--- src/rtl/line_endpoint_latch.sv ---
`default_nettype none
// ============================================================================
// Module      : line_endpoint_latch
// Description : Frame-synchronous endpoint buffer for line_sprite. Endpoint
//               updates are clamped and staged at any time. They are presented
//               only on the frame edge (start of vertical blanking), so a drawn
//               line never tears mid-frame. A one-cycle sprite re-init pulse is
//               issued every frame edge. line_active drops after
//               TIMEOUT_FRAMES frame edges without an update.
//               Optional feature macro: LINE_LATCH_SMOOTH_EN. When it is
//               defined, reloads while showing are averaged with the
//               displayed values.
// Revision    : 1.0 - initial release
// ============================================================================
module line_endpoint_latch #(
  parameter int H_ACTIVE       = 1280,
  parameter int V_ACTIVE       = 720,
  parameter int TIMEOUT_FRAMES = 30
) (
  input  logic        clk_in,
  input  logic        rst_in,
  input  logic [10:0] hcount_in,
  input  logic [9:0]  vcount_in,
  input  logic        valid_in,
  input  logic [10:0] x1_in,
  input  logic [10:0] x2_in,
  input  logic [9:0]  y1_in,
  input  logic [9:0]  y2_in,
  output logic [10:0] x1_out,
  output logic [10:0] x2_out,
  output logic [9:0]  y1_out,
  output logic [9:0]  y2_out,
  output logic        line_active_out,
  output logic        line_rst_out,
  output logic        pending_out
);

  typedef enum logic [0:0] {
    ST_IDLE = 1'b0,
    ST_SHOW = 1'b1
  } state_t;

  localparam logic [10:0] X_LIMIT = 11'(H_ACTIVE - 1);
  localparam logic [9:0]  Y_LIMIT = 10'(V_ACTIVE - 1);
  localparam logic [9:0]  V_EDGE  = 10'(V_ACTIVE);
  localparam logic [7:0]  TO_CNT  = 8'(TIMEOUT_FRAMES);

  state_t      r_state, w_state_nxt;
  logic [10:0] r_x1_stg, r_x2_stg, w_x1_stg_nxt, w_x2_stg_nxt;
  logic [9:0]  r_y1_stg, r_y2_stg, w_y1_stg_nxt, w_y2_stg_nxt;
  logic [10:0] r_x1_out, r_x2_out, w_x1_out_nxt, w_x2_out_nxt;
  logic [9:0]  r_y1_out, r_y2_out, w_y1_out_nxt, w_y2_out_nxt;
  logic        r_pending, w_pending_nxt;
  logic        r_active, w_active_nxt;
  logic        r_line_rst, w_line_rst_nxt;
  logic [7:0]  r_frame_cnt, w_frame_cnt_nxt;

  logic        w_frame_edge;
  logic [10:0] w_x1_clamp, w_x2_clamp;
  logic [9:0]  w_y1_clamp, w_y2_clamp;
  logic [10:0] w_x1_load, w_x2_load;
  logic [9:0]  w_y1_load, w_y2_load;
  logic [7:0]  w_cnt_inc;
  logic        w_timeout;

  assign w_frame_edge = (hcount_in == 11'd0) && (vcount_in == V_EDGE);

  assign w_x1_clamp = (x1_in > X_LIMIT) ? X_LIMIT : x1_in;
  assign w_x2_clamp = (x2_in > X_LIMIT) ? X_LIMIT : x2_in;
  assign w_y1_clamp = (y1_in > Y_LIMIT) ? Y_LIMIT : y1_in;
  assign w_y2_clamp = (y2_in > Y_LIMIT) ? Y_LIMIT : y2_in;

`ifdef LINE_LATCH_SMOOTH_EN
  // Rounded mean; the widened sum cannot overflow.
  function automatic logic [10:0] avg_x(input logic [10:0] a, input logic [10:0] b);
    logic [11:0] s;
    s = {1'b0, a} + {1'b0, b} + 12'd1;
    return s[11:1];
  endfunction

  function automatic logic [9:0] avg_y(input logic [9:0] a, input logic [9:0] b);
    logic [10:0] s;
    s = {1'b0, a} + {1'b0, b} + 11'd1;
    return s[10:1];
  endfunction

  // While showing, blend toward the new endpoints; from idle load them directly.
  assign w_x1_load = (r_state == ST_SHOW) ? avg_x(r_x1_out, r_x1_stg) : r_x1_stg;
  assign w_x2_load = (r_state == ST_SHOW) ? avg_x(r_x2_out, r_x2_stg) : r_x2_stg;
  assign w_y1_load = (r_state == ST_SHOW) ? avg_y(r_y1_out, r_y1_stg) : r_y1_stg;
  assign w_y2_load = (r_state == ST_SHOW) ? avg_y(r_y2_out, r_y2_stg) : r_y2_stg;
`else
  assign w_x1_load = r_x1_stg;
  assign w_x2_load = r_x2_stg;
  assign w_y1_load = r_y1_stg;
  assign w_y2_load = r_y2_stg;
`endif

  assign w_cnt_inc = (r_frame_cnt == 8'hFF) ? 8'hFF : r_frame_cnt + 8'd1;
  assign w_timeout = (TIMEOUT_FRAMES != 0) && (w_cnt_inc == TO_CNT);

  // Next-state logic: capture into staging any cycle, publish on the frame edge.
  always_comb begin
    w_state_nxt     = r_state;
    w_x1_stg_nxt    = r_x1_stg;
    w_x2_stg_nxt    = r_x2_stg;
    w_y1_stg_nxt    = r_y1_stg;
    w_y2_stg_nxt    = r_y2_stg;
    w_x1_out_nxt    = r_x1_out;
    w_x2_out_nxt    = r_x2_out;
    w_y1_out_nxt    = r_y1_out;
    w_y2_out_nxt    = r_y2_out;
    w_pending_nxt   = r_pending;
    w_active_nxt    = r_active;
    w_frame_cnt_nxt = r_frame_cnt;
    w_line_rst_nxt  = 1'b0;

    if (w_frame_edge) begin
      w_line_rst_nxt = 1'b1;
      if (r_pending) begin
        // Previously staged data is published; a coincident update re-arms below.
        w_x1_out_nxt    = w_x1_load;
        w_x2_out_nxt    = w_x2_load;
        w_y1_out_nxt    = w_y1_load;
        w_y2_out_nxt    = w_y2_load;
        w_active_nxt    = 1'b1;
        w_state_nxt     = ST_SHOW;
        w_frame_cnt_nxt = 8'd0;
        w_pending_nxt   = 1'b0;
      end else begin
        w_frame_cnt_nxt = w_cnt_inc;
        if (w_timeout) begin
          w_active_nxt = 1'b0;
          w_state_nxt  = ST_IDLE;
        end
      end
    end

    if (valid_in) begin
      w_x1_stg_nxt  = w_x1_clamp;
      w_x2_stg_nxt  = w_x2_clamp;
      w_y1_stg_nxt  = w_y1_clamp;
      w_y2_stg_nxt  = w_y2_clamp;
      w_pending_nxt = 1'b1;
    end
  end

  // State and datapath registers; reset discards any staged update.
  always_ff @(posedge clk_in or posedge rst_in) begin
    if (rst_in) begin
      r_state     <= ST_IDLE;
      r_x1_stg    <= '0;
      r_x2_stg    <= '0;
      r_y1_stg    <= '0;
      r_y2_stg    <= '0;
      r_x1_out    <= '0;
      r_x2_out    <= '0;
      r_y1_out    <= '0;
      r_y2_out    <= '0;
      r_pending   <= 1'b0;
      r_active    <= 1'b0;
      r_line_rst  <= 1'b0;
      r_frame_cnt <= '0;
    end else begin
      r_state     <= w_state_nxt;
      r_x1_stg    <= w_x1_stg_nxt;
      r_x2_stg    <= w_x2_stg_nxt;
      r_y1_stg    <= w_y1_stg_nxt;
      r_y2_stg    <= w_y2_stg_nxt;
      r_x1_out    <= w_x1_out_nxt;
      r_x2_out    <= w_x2_out_nxt;
      r_y1_out    <= w_y1_out_nxt;
      r_y2_out    <= w_y2_out_nxt;
      r_pending   <= w_pending_nxt;
      r_active    <= w_active_nxt;
      r_line_rst  <= w_line_rst_nxt;
      r_frame_cnt <= w_frame_cnt_nxt;
    end
  end

  assign x1_out          = r_x1_out;
  assign x2_out          = r_x2_out;
  assign y1_out          = r_y1_out;
  assign y2_out          = r_y2_out;
  assign line_active_out = r_active;
  assign line_rst_out    = r_line_rst;
  assign pending_out     = r_pending;

endmodule
`default_nettype wire

--- config.mk ---
export PLATFORM = sky130hd
export DESIGN_NAME = line_endpoint_latch
export DESIGN_NICKNAME = d
export VERILOG_FILES = /design/src/rtl/line_endpoint_latch.sv
export SDC_FILE = /design/constraint.sdc
export NUM_CORES = 1
export LEC_CHECK = 0
export ABC_AREA = 1
export BUFFER_PORTS_ARGS = -buffer_cell sky130_fd_sc_hd__buf_4
export CAP_MARGIN = 30
export CORE_UTILIZATION = 45
export DETAILED_ROUTE_END_ITERATION = 6
export GPL_TIMING_DRIVEN = 0
export PLACE_DENSITY = 0.7
export SLEW_MARGIN = 10
export SYNTH_ARGS = -nofsm -noshare
export SYNTH_HDL_FRONTEND = slang
export SYNTH_SLANG_ARGS = --single-unit
export TNS_END_PERCENT = 30
--- constraint.sdc ---
create_clock -name clk_in -period 3.7 [get_ports clk_in]
set_input_delay 0.37 -clock clk_in [delete_from_list [all_inputs] [get_ports clk_in]]
set_output_delay 0.37 -clock clk_in [all_outputs]
set_load 0.1 [all_outputs]
==> results of run 1 <==
power groups by stage:
| stage | combinational (mW) | clock [mW] | sequential [mW] |
|---|---|---|---|
| 2_1_floorplan | 0.0836 | 0 | 1.11 |
| 3_3_place_gp | 0.162 | 0 | 1.12 |
| 3_5_place_dp | 0.171 | 0 | 1.12 |
| 4_1_cts | 0.172 | 0.677 | 1.10 |
| 5_1_grt | 0.194 | 0.715 | 1.10 |
| 6_report | 0.168 | 0.665 | 1.10 |
kinds of logic after synthesis:
logic type	synth area share
adders and majority gates	0.00304
and+or+nand+nor	0.254
buffers and inverters	0.0673
DFF	0.578
AOI/OAI and AO/OA	0.0974
layout make-up:
cell class | instances | area [µm²]
Multi-Input combinational cell | 324 | 1460
Clock buffer | 11 | 131
Inverter | 42 | 163
Clock inverter | 5 | 58.8
Fill cell | 789 | 3470
Sequential cell | 95 | 2380
Buffer | 17 | 116
Tap cell | 108 | 135
Timing Repair Buffer | 111 | 853
cells in the final DEF (no fill, tap or decap):
master / count
nand2_1: 152
buf_4: 114
dfrtp_1: 95
nor2_1: 70
inv_1: 38
o21ai_0: 30
a21oi_1: 23
nand3_1: 15
clkbuf_1: 10
o21ai_2: 9
clkbuf_8: 9
nand2_2: 7
buf_6: 5
or2_1: 3
nand4_1: 3
clkinv_1: 2
inv_4: 2
o2111ai_1: 2
o21ai_1: 2
o22ai_1: 2
clkinvlp_4: 2
nor3_4: 1
nand3_4: 1
nor2_8: 1
a22o_1: 1
o21bai_1: 1
ha_1: 1
bufinv_16: 1
clkinv_4: 1
clkinv_2: 1
buf_16: 1
state kept, by name, indices dropped and copies added, names as in the netlist:
name / count
r_frame_cnt: 8
line_active_out: 1
r_x1_stg: 11
pending_out: 1
line_rst_out: 1
y1_out: 10
x2_out: 11
y2_out: 10
r_y2_stg: 10
x1_out: 11
r_y1_stg: 10
r_x2_stg: 11
final timing paths:
kind	from	end	slack, ns	depth (start not counted)
max	r_frame_cnt[0]	line_active_out	2.01	10
min reg2reg	x1_out[1]	x1_out[1]	0.48	2
max reg2reg	r_frame_cnt[0]	line_active_out	2.01	10
min in group clk_in	x2_in[9]	r_x2_stg[9]	0.23	3
min	rst_in	r_x2_stg[7]	0.07	2
max in group asynchronous	rst_in	y1_out[4]	2.99	3
stage by stage:
step | cell area [µm²] | setup TNS [ns] | setup slack (ns) | utilization | hold WS [ns]
6_report | 5290 | 0 | 2.01 | 0.604 | 0.0665
5_1_grt | 5290 | 0 | 1.89 | 0.604 | 0.102
4_1_cts | 5290 | 0 | 2.05 | 0.604 | 0.0773
3_5_place_dp | 5100 | 0 | 1.91 | 0.582 | 0.461
3_3_place_gp | 5070 | -22.71 | -0.243 | 0.579 | 0.456
2_1_floorplan | 4110 | 0 | 0.853 | - | 0.444
routing by layer:
layer,vias to the layer above,GRT usage
met2,86,0.347
met4,0,0.0950
met5,-,0
met3,22,0.0460
met1,1608,0.285
li1,1737,-
==> flow_metrics.tcl, run 1 <==
set metrics [dict create \
    status "complete, no violations" \
    switching_power_uw 463 \
    path_cells "ha_1, nand2_1, nor2_1, nand2_1, o21ai_0, nand2_1, nor2_1, nand3_1, nand2_1, nand2_1" \
    drt_iter0_markers 104 \
    wl_met2_mm 4.53 \
    io_pins 111 \
    synth_edf_count 0 \
    cts_setup_buffers 0 \
    power_density_nw_per_um2 365 \
    p_comb_frac 0.087 \
    nets 667 \
    row_count 34 \
    slew_violations 0 \
    diodes 0 \
    syn_nets 545 \
    synth.distinct_cells 25 \
    synth.area.top_cells "dfrtp_1 58%, nand2_1 14%, nor2_1 6.4%" \
    critical_path_class "flop to flop" \
    dieWidth_um 97.6 \
    dieArea_um2 9520 \
    yosysTopAreaCellShare 0.578 \
    core_um2 8760 \
    firstDrtPassIters 4 \
    yosys_most_used_dff "dfrtp_1" \
    wire_per_inst_um 13.4 \
    syn2layout_area_growth_pct 28.7 \
    crit_fanout 5 \
    max_freq_mhz 593 \
    fin_worst_skew_ns 0.00961 \
    clkSinkCount 95 \
    cap_violations 0 \
    antenna_found_initial 0 \
    maxUsedRoutingLayer "met4" \
    drive_gt1_frac 0.256 \
    grt_pass1_wl_mm 16.4 \
    cts_tree "done" \
    p_int_mw 1.47 \
    wl_met1_mm 4.29 \
    synth_largest_area_cell "dfrtp_1" \
    worst_path_max_delay_cell "dfrtp_1" \
    rsz0062_at_grt "false" \
    setup_viol 0 \
    slew_headroom 0.547 \
    end_kind "flop" \
    synth_commonest_cells "152 x nand2_1, 95 x dfrtp_1, 70 x nor2_1" \
    synth-seq-area-share 0.578 \
    fp.dieH_um 97.6 \
    h-tree-depth 3 \
    holdBufCountCts 0 \
    worstMarginPinSlew_ns 0.675 \
    clock_path_buffers 2 \
    totalWireLength_mm 9.56 \
    arrival_ns 1.93 \
    routabilityCongestion 0.867 \
    insertion_delay_ns 0.35 \
    path_clk_slew_ns 0.09 \
    synthArstFlopShare 1.00 \
    min_period_over_period 0.456 \
    initial_core_util 0.469 \
    worstPathBufferInverterCount 0 \
    grt_usage 0.217 \
    port_buffers 110 \
    power_frac_seq 0.569 \
    grt_pass1_vias 3557 \
    cp_top_family "simple AND/OR/NAND/NOR gates" \
    min_path_type "input port to async pin" \
    avgSynthCellArea_um2 8.60 \
    grt_max_degree 54 \
    swShare 0.240 \
    wl_met3_um 479 \
    ant_nets 0 \
    synthesis.area_um2 4110 \
    cts_buffers 9 \
    synth_warnings 0 \
    grt_remaining_overflow 0 \
    dp_cells 697 \
    hold_viol 0 \
    power.total_mw 1.93 \
    cts_resized 0 \
    root_buffer "clkbuf_8" \
    crit_top_cell "nand2_1" \
    p_leak_nw 2.79 \
    dp_hpwl_mm 7.07 \
    drc 0 \
    crit_required_ns 3.94 \
    slowest_delay_ns 0.40 \
    syn_inst 478 \
    clkPwrFrac 0.344 \
    fin_cells 713 \
    startpoint_type "flop" \
    vias 3453 \
    synth_seq_cells 95 \
    ir_drop_mv 0.180 \
    yosysMostFrequentCell "nand2_1" \
    fin_crit_ns 1.69 \
    vias_per_cell 4.84 \
]
Power figures use the tool's default switching activity.
==> run 2: changes to the inputs <==
--- a/config.mk
+++ b/config.mk
@@ -11,7 +11,7 @@
 export CORE_UTILIZATION = 45
 export DETAILED_ROUTE_END_ITERATION = 6
 export GPL_TIMING_DRIVEN = 0
-export PLACE_DENSITY = 0.7
+export PLACE_DENSITY = 0.73
 export SLEW_MARGIN = 10
 export SYNTH_ARGS = -nofsm -noshare
 export SYNTH_HDL_FRONTEND = slang
==> constraint.sdc (replaced) <==
create_clock -name clk_in -period 1.4 [get_ports clk_in]
set_input_delay 0.14 -clock clk_in [delete_from_list [all_inputs] [get_ports clk_in]]
set_output_delay 0.14 -clock clk_in [all_outputs]
set_load 0.1 [all_outputs]
==> run 2 against run 1 <==
The flow now finishes with violations (setup timing). Combinational power grew to 2.8 times the previous value. Wire length is 7.0% higher. Clock power is 150% higher. Global-route usage is 0.46 points higher. Largest cell class unchanged. Largest power group unchanged.
==> flow_metrics.tcl, run 2 (same netlist as run 1, synthesis figures left out) <==
set metrics [dict create \
    ant_nets 0 \
    fill_cells 745 \
    h-tree-depth 3 \
    utilization 0.623 \
    cts_tree "done" \
    slew_headroom 0.548 \
    nets 676 \
    startpoint_type "flop" \
    path_clk_slew_ns 0.09 \
    grt_usage 0.222 \
    wl_met2_mm 5.06 \
    diodes 0 \
    vias_per_cell 4.92 \
    power_density_nw_per_um2 915 \
    io_pins 111 \
    fin_ws_ns -0.0655 \
    slew_violations 0 \
    min_path_type "input port to flop" \
    dieArea_um2 9520 \
    critical_path_class "flop to flop" \
    drc 0 \
    clock_path_buffers 2 \
    clkSinkCount 95 \
    wl_met1_mm 4.43 \
    antenna_found_initial 0 \
    row_count 34 \
    syn2layout_area_growth_pct 32.9 \
    hold_viol 0 \
    dp_hpwl_mm 7.42 \
    maxUsedRoutingLayer "met4" \
    worstMarginPinSlew_ns 0.674 \
    core_um2 8760 \
    crit_end "line_active_out" \
    drt_iter0_markers 168 \
    arrival_ns 1.71 \
    initial_core_util 0.469 \
    end_kind "flop" \
    grt_pass1_wl_mm 16.8 \
    grt_max_degree 33 \
    crit_required_ns 1.64 \
    routabilityCongestion 0.881 \
    cts_buffers 9 \
    max_freq_mhz 682 \
    dp_cells 699 \
    dieWidth_um 97.6 \
    drive_gt1_frac 0.296 \
    root_buffer "clkbuf_8" \
    mostFrequentLayoutCell "nand2_1" \
    setup_viol 1 \
    port_buffers 110 \
    status "finished, violations left" \
    reg2reg_depth 10 \
    reg2reg_from "r_frame_cnt[0]" \
    fin_cells 722 \
    grt_pass1_vias 3512 \
    r2r_slack_ns -0.07 \
    min_period_over_period 1.05 \
    grt_remaining_overflow 0 \
    worstHoldStart "x1_in[8]" \
    crit_fanout 3 \
    layout_common_cells "147 x nand2_1, 119 x buf_4, 94 x dfrtp_1" \
    p_leak_nw 2.87 \
    totalWireLength_mm 10.2 \
    timing.rr.end "line_active_out" \
    insertion_delay_ns 0.35 \
    crit_start "r_frame_cnt[0]" \
    violations "setup timing" \
    fin_worst_skew_ns 0.0113 \
    cap_violations 0 \
    rsz0062_at_grt "true" \
    vias 3553 \
    ir_drop_mv 0.508 \
    fp.dieH_um 97.6 \
    fin_crit_ns 1.47 \
    firstDrtPassIters 5 \
    wl_met3_um 579 \
    wire_per_inst_um 14.2 \
]
==> run 2: power by group <==
part	internal [mW]	total, mW	switching, mW
sequential	2.85	2.90	0.0515
combinational	0.213	0.466	0.253
clock	0.664	1.63	0.964
total	3.73	5.00	1.27
==> run 2: how the worst min path moves through the flow <==
stage                         endpoint  slack, ns  depth (start not counted)
after CTS                  r_x2_stg[8]       0.01                          3
after global routing       r_x1_stg[8]       0.02                          3
after detailed placement  line_rst_out       0.14                          2
final                      r_x1_stg[8]       0.01                          3
after floorplan            r_x1_stg[8]       0.26                          2
after global placement     r_x2_stg[8]       0.37                          3
==> run 2: what timing repair did <==
item                                    CTS  global route
setup buffers                             5             1
hold endpoints to repair                 13             0
gates cloned                              0             0
hold buffers                              1             0
resized for setup                        19            10
pin swaps                                 7             5
endpoints found under the setup margin   11             2
==> run 2: layout make-up <==
cell class                      instances  area (µm²)  share of cell area
Timing Repair Buffer                  120         952               0.174
Tap cell                              108         135              0.0247
Buffer                                 17         116              0.0213
Sequential cell                        95        2380               0.435
Multi-Input combinational cell        324        1540               0.282
Clock inverter                          5        42.5             0.00779
Inverter                               42         165              0.0302
Clock buffer                           11         131              0.0240
==> run 2: worst max-delay path: stages (launching register included) <==
cell	delay [ns]
dfrtp_1	0.41
buf_4	0.14
inv_1	0.08
nor2_4	0.12
nand2_2	0.09
o21ai_2	0.19
nand2_1	0.08
inv_1	0.06
nand3_1	0.08
nand2_1	0.07
nand2_1	0.04
==> run 2: metal layers <==
layer,vias up,global-route usage
li1,1764,-
met3,14,0.0468
met4,0,0.0724
met5,-,0
met1,1677,0.294
met2,98,0.364
==> run 2: metrics by stage <==
step                      cell area [µm²]  hold slack (ns)  setup TNS, ns  worst slack [ns]  total power, mW
after floorplan                      4110            0.261         -32.94            -0.711             3.17
after global placement               5070            0.368         -49.75            -0.464             3.38
final                                5460           0.0121        -0.0655           -0.0655             5.00
after global routing                 5460           0.0155         -0.186            -0.146             5.23
after CTS                            5430           0.0107        -0.0193           -0.0193             5.03
after detailed placement             5140            0.136          -6.75            -0.277             3.43
==> run 3: changes to the inputs <==
--- a/config.mk
+++ b/config.mk
@@ -5,7 +5,6 @@
 export SDC_FILE = /design/constraint.sdc
 export NUM_CORES = 1
 export LEC_CHECK = 0
-export ABC_AREA = 1
 export BUFFER_PORTS_ARGS = -buffer_cell sky130_fd_sc_hd__buf_4
 export CAP_MARGIN = 30
 export CORE_UTILIZATION = 45
==> run 3 against run 2 <==
The flow still finishes with violations (setup timing). First-iteration DRC count is 58% lower. Die area is 4.7% lower. Wire length is 10% lower. Non-clock buffer count is 12 higher.
==> flow_metrics.tcl, run 3 <==
set metrics [dict create \
    reg2reg_from "r_frame_cnt[0]" \
    synthSimpleGateAreaFrac 0.0911 \
    grt_pass1_vias 3028 \
    r2r_slack_ns -0.11 \
    synth_warnings 0 \
    synth_top_family_by_area "multiplexers" \
    vias_per_cell 5.25 \
    slew_violations 0 \
    crit_fanout 10 \
    insertion_delay_ns 0.36 \
    setup_viol 47 \
    ant_nets 0 \
    vias 2974 \
    layout_common_cells "114 x buf_4, 94 x dfrtp_1, 36 x mux2_4" \
    yosysMostFrequentCell "dfrtp_1" \
    fill_cells 626 \
    port_buffers 109 \
    grt_remaining_overflow 0 \
    clock_path_buffers 2 \
    end_kind "flop" \
    critical_path_class "input port to flop" \
    grt_usage 0.216 \
    fin_crit_ns 1.56 \
    avgSynthCellArea_um2 12.5 \
    io_pins 111 \
    firstDrtPassIters 4 \
    dieArea_um2 9070 \
    initial_core_util 0.471 \
    ir_drop_mv 0.561 \
    fin_worst_skew_ns 0.0109 \
    slew_headroom 0.544 \
    cts_buffers 9 \
    path_clk_slew_ns 0.09 \
    min_path_type "input port to flop" \
    synthAdderAreaFrac 0.00320 \
    synth.area.top_cells "dfrtp_1 61%, mux2_2 13%, o22a_1 4.0%" \
    place_area_um2 4910 \
    nets 524 \
    syn_inst 312 \
    dieWidth_um 95.2 \
    synth_largest_area_cell "dfrtp_1" \
    syn2layout_area_growth_pct 42.2 \
    worstMarginPinSlew_ns 0.682 \
    core_um2 8300 \
    clkSinkCount 95 \
    drive_gt1_frac 0.439 \
    startpoint_type "input port" \
    arrival_ns 1.81 \
    syn_nets 379 \
    row_count 33 \
    totalWireLength_mm 9.20 \
    synth_edf_count 0 \
    h-tree-depth 3 \
    fp.dieH_um 95.2 \
    grt_pass1_wl_mm 14.6 \
    synthMuxAreaShare 0.138 \
    cap_violations 0 \
    drt_iter0_markers 70 \
    rsz0062_at_grt "true" \
    crit_start "vcount_in[3]" \
    drc 0 \
    mostFrequentLayoutCell "buf_4" \
    root_buffer "clkbuf_8" \
    synthesis.area_um2 3910 \
    cts_tree "done" \
    grt_max_degree 39 \
    antenna_found_initial 0 \
    synth_seq_cells 95 \
    p_leak_nw 2.61 \
    final_area_um2 5560 \
    synth.distinct_cells 39 \
    min_period_over_period 1.12 \
    status "finished, violations left" \
    routabilityCongestion 0.821 \
    synth-xor-area-share 0 \
    synth_compound_area_frac 0.122 \
    synth_commonest_cells "95 x dfrtp_1, 46 x mux2_2, 28 x nor2_1" \
    worstHoldStart "x2_in[0]" \
    hold_viol 0 \
    violations "setup timing" \
    max_freq_mhz 640 \
    crit_required_ns 1.65 \
    dp_hpwl_mm 6.20 \
    yosys_most_used_dff "dfrtp_1" \
    synth-seq-area-share 0.608 \
    wire_per_inst_um 16.2 \
    fin_ws_ns -0.164 \
    power.total_mw 5.01 \
    power_density_nw_per_um2 900 \
    yosysTopAreaCellShare 0.608 \
    synthArstFlopShare 1.00 \
    diodes 0 \
]
[run 3: changes by cell type after synthesis, sizes merged, moves of 4 or more]
cell	delta
inv	-25
nand3	-13
o21ai	-33
nand2	-145
o22a	+18
mux2	+48
a31oi	+4
nor2	-43
[run 3: routing by layer]
metal	routed length, µm	track usage
met2	4540	0.357
met1	4100	0.283
met4	133	0.0833
met5	0	0
met3	422	0.0367
[run 3: critical path, cell delays in order]
cell	delay, ns
buf_6	0.09
nor4b_4	0.28
or3b_4	0.44
nor3_4	0.21
buf_12	0.17
buf_12	0.14
mux2_2	0.33
[run 3: final cells by class]
cell class	count	area, µm²	area share
inverter	15	60.1	0.0108
clock buffer	12	145	0.0261
multi-input combinational	187	1590	0.286
sequential	95	2380	0.428
clock inverter	4	30.0	0.00540
timing repair buffer	136	1110	0.200
buffer	13	118	0.0211
tap	105	131	0.0236
[run 3: cell families after synthesis]
kind of cell	after synthesis
AOI/OAI and AO/OA	70
buffers and inverters	30
DFF	95
adders and majority gates	1
muxes	48
and+or+nand+nor	68
[run 3: report_power, final]
| group | internal, mW | switching, mW |
|---|---|---|
| Sequential | 2.85 | 0.0599 |
| Combinational | 0.257 | 0.210 |
| Clock | 0.703 | 0.926 |
| Total | 3.81 | 1.20 |
[run 3: path summary, 6_finish.rpt]
kind	depth (start not counted)	end
max	7	y2_out[1]
min in group asynchronous	3	x2_out[6]
min reg2reg	1	y1_out[4]
min	2	r_x2_stg[0]
max reg2reg	6	r_frame_cnt[1]
max in group asynchronous	4	r_frame_cnt[3]
[run 3: stage by stage]
step,hold WS [ns],setup TNS [ns],setup WS [ns],std cells,utilization
floorplan,0.240,-31.14,-0.703,312,-
global placement,0.350,-76.58,-0.685,526,0.586
detailed placement,0.279,-33.85,-0.749,528,0.591
CTS,0.000249,-5.16,-0.135,565,0.661
global route,0.00694,-7.13,-0.184,567,0.670
finish,0.0106,-6.18,-0.164,567,0.670
[run 3: repair_timing]
| item | in CTS | in global routing |
|---|---|---|
| resized for setup | 46 | 14 |
| setup buffers | 5 | 2 |
| pin swaps | 6 | 4 |
| endpoints found under the setup margin | 50 | 49 |
| hold buffers | 18 | 0 |
| endpoints found under the hold margin | 44 | 0 |
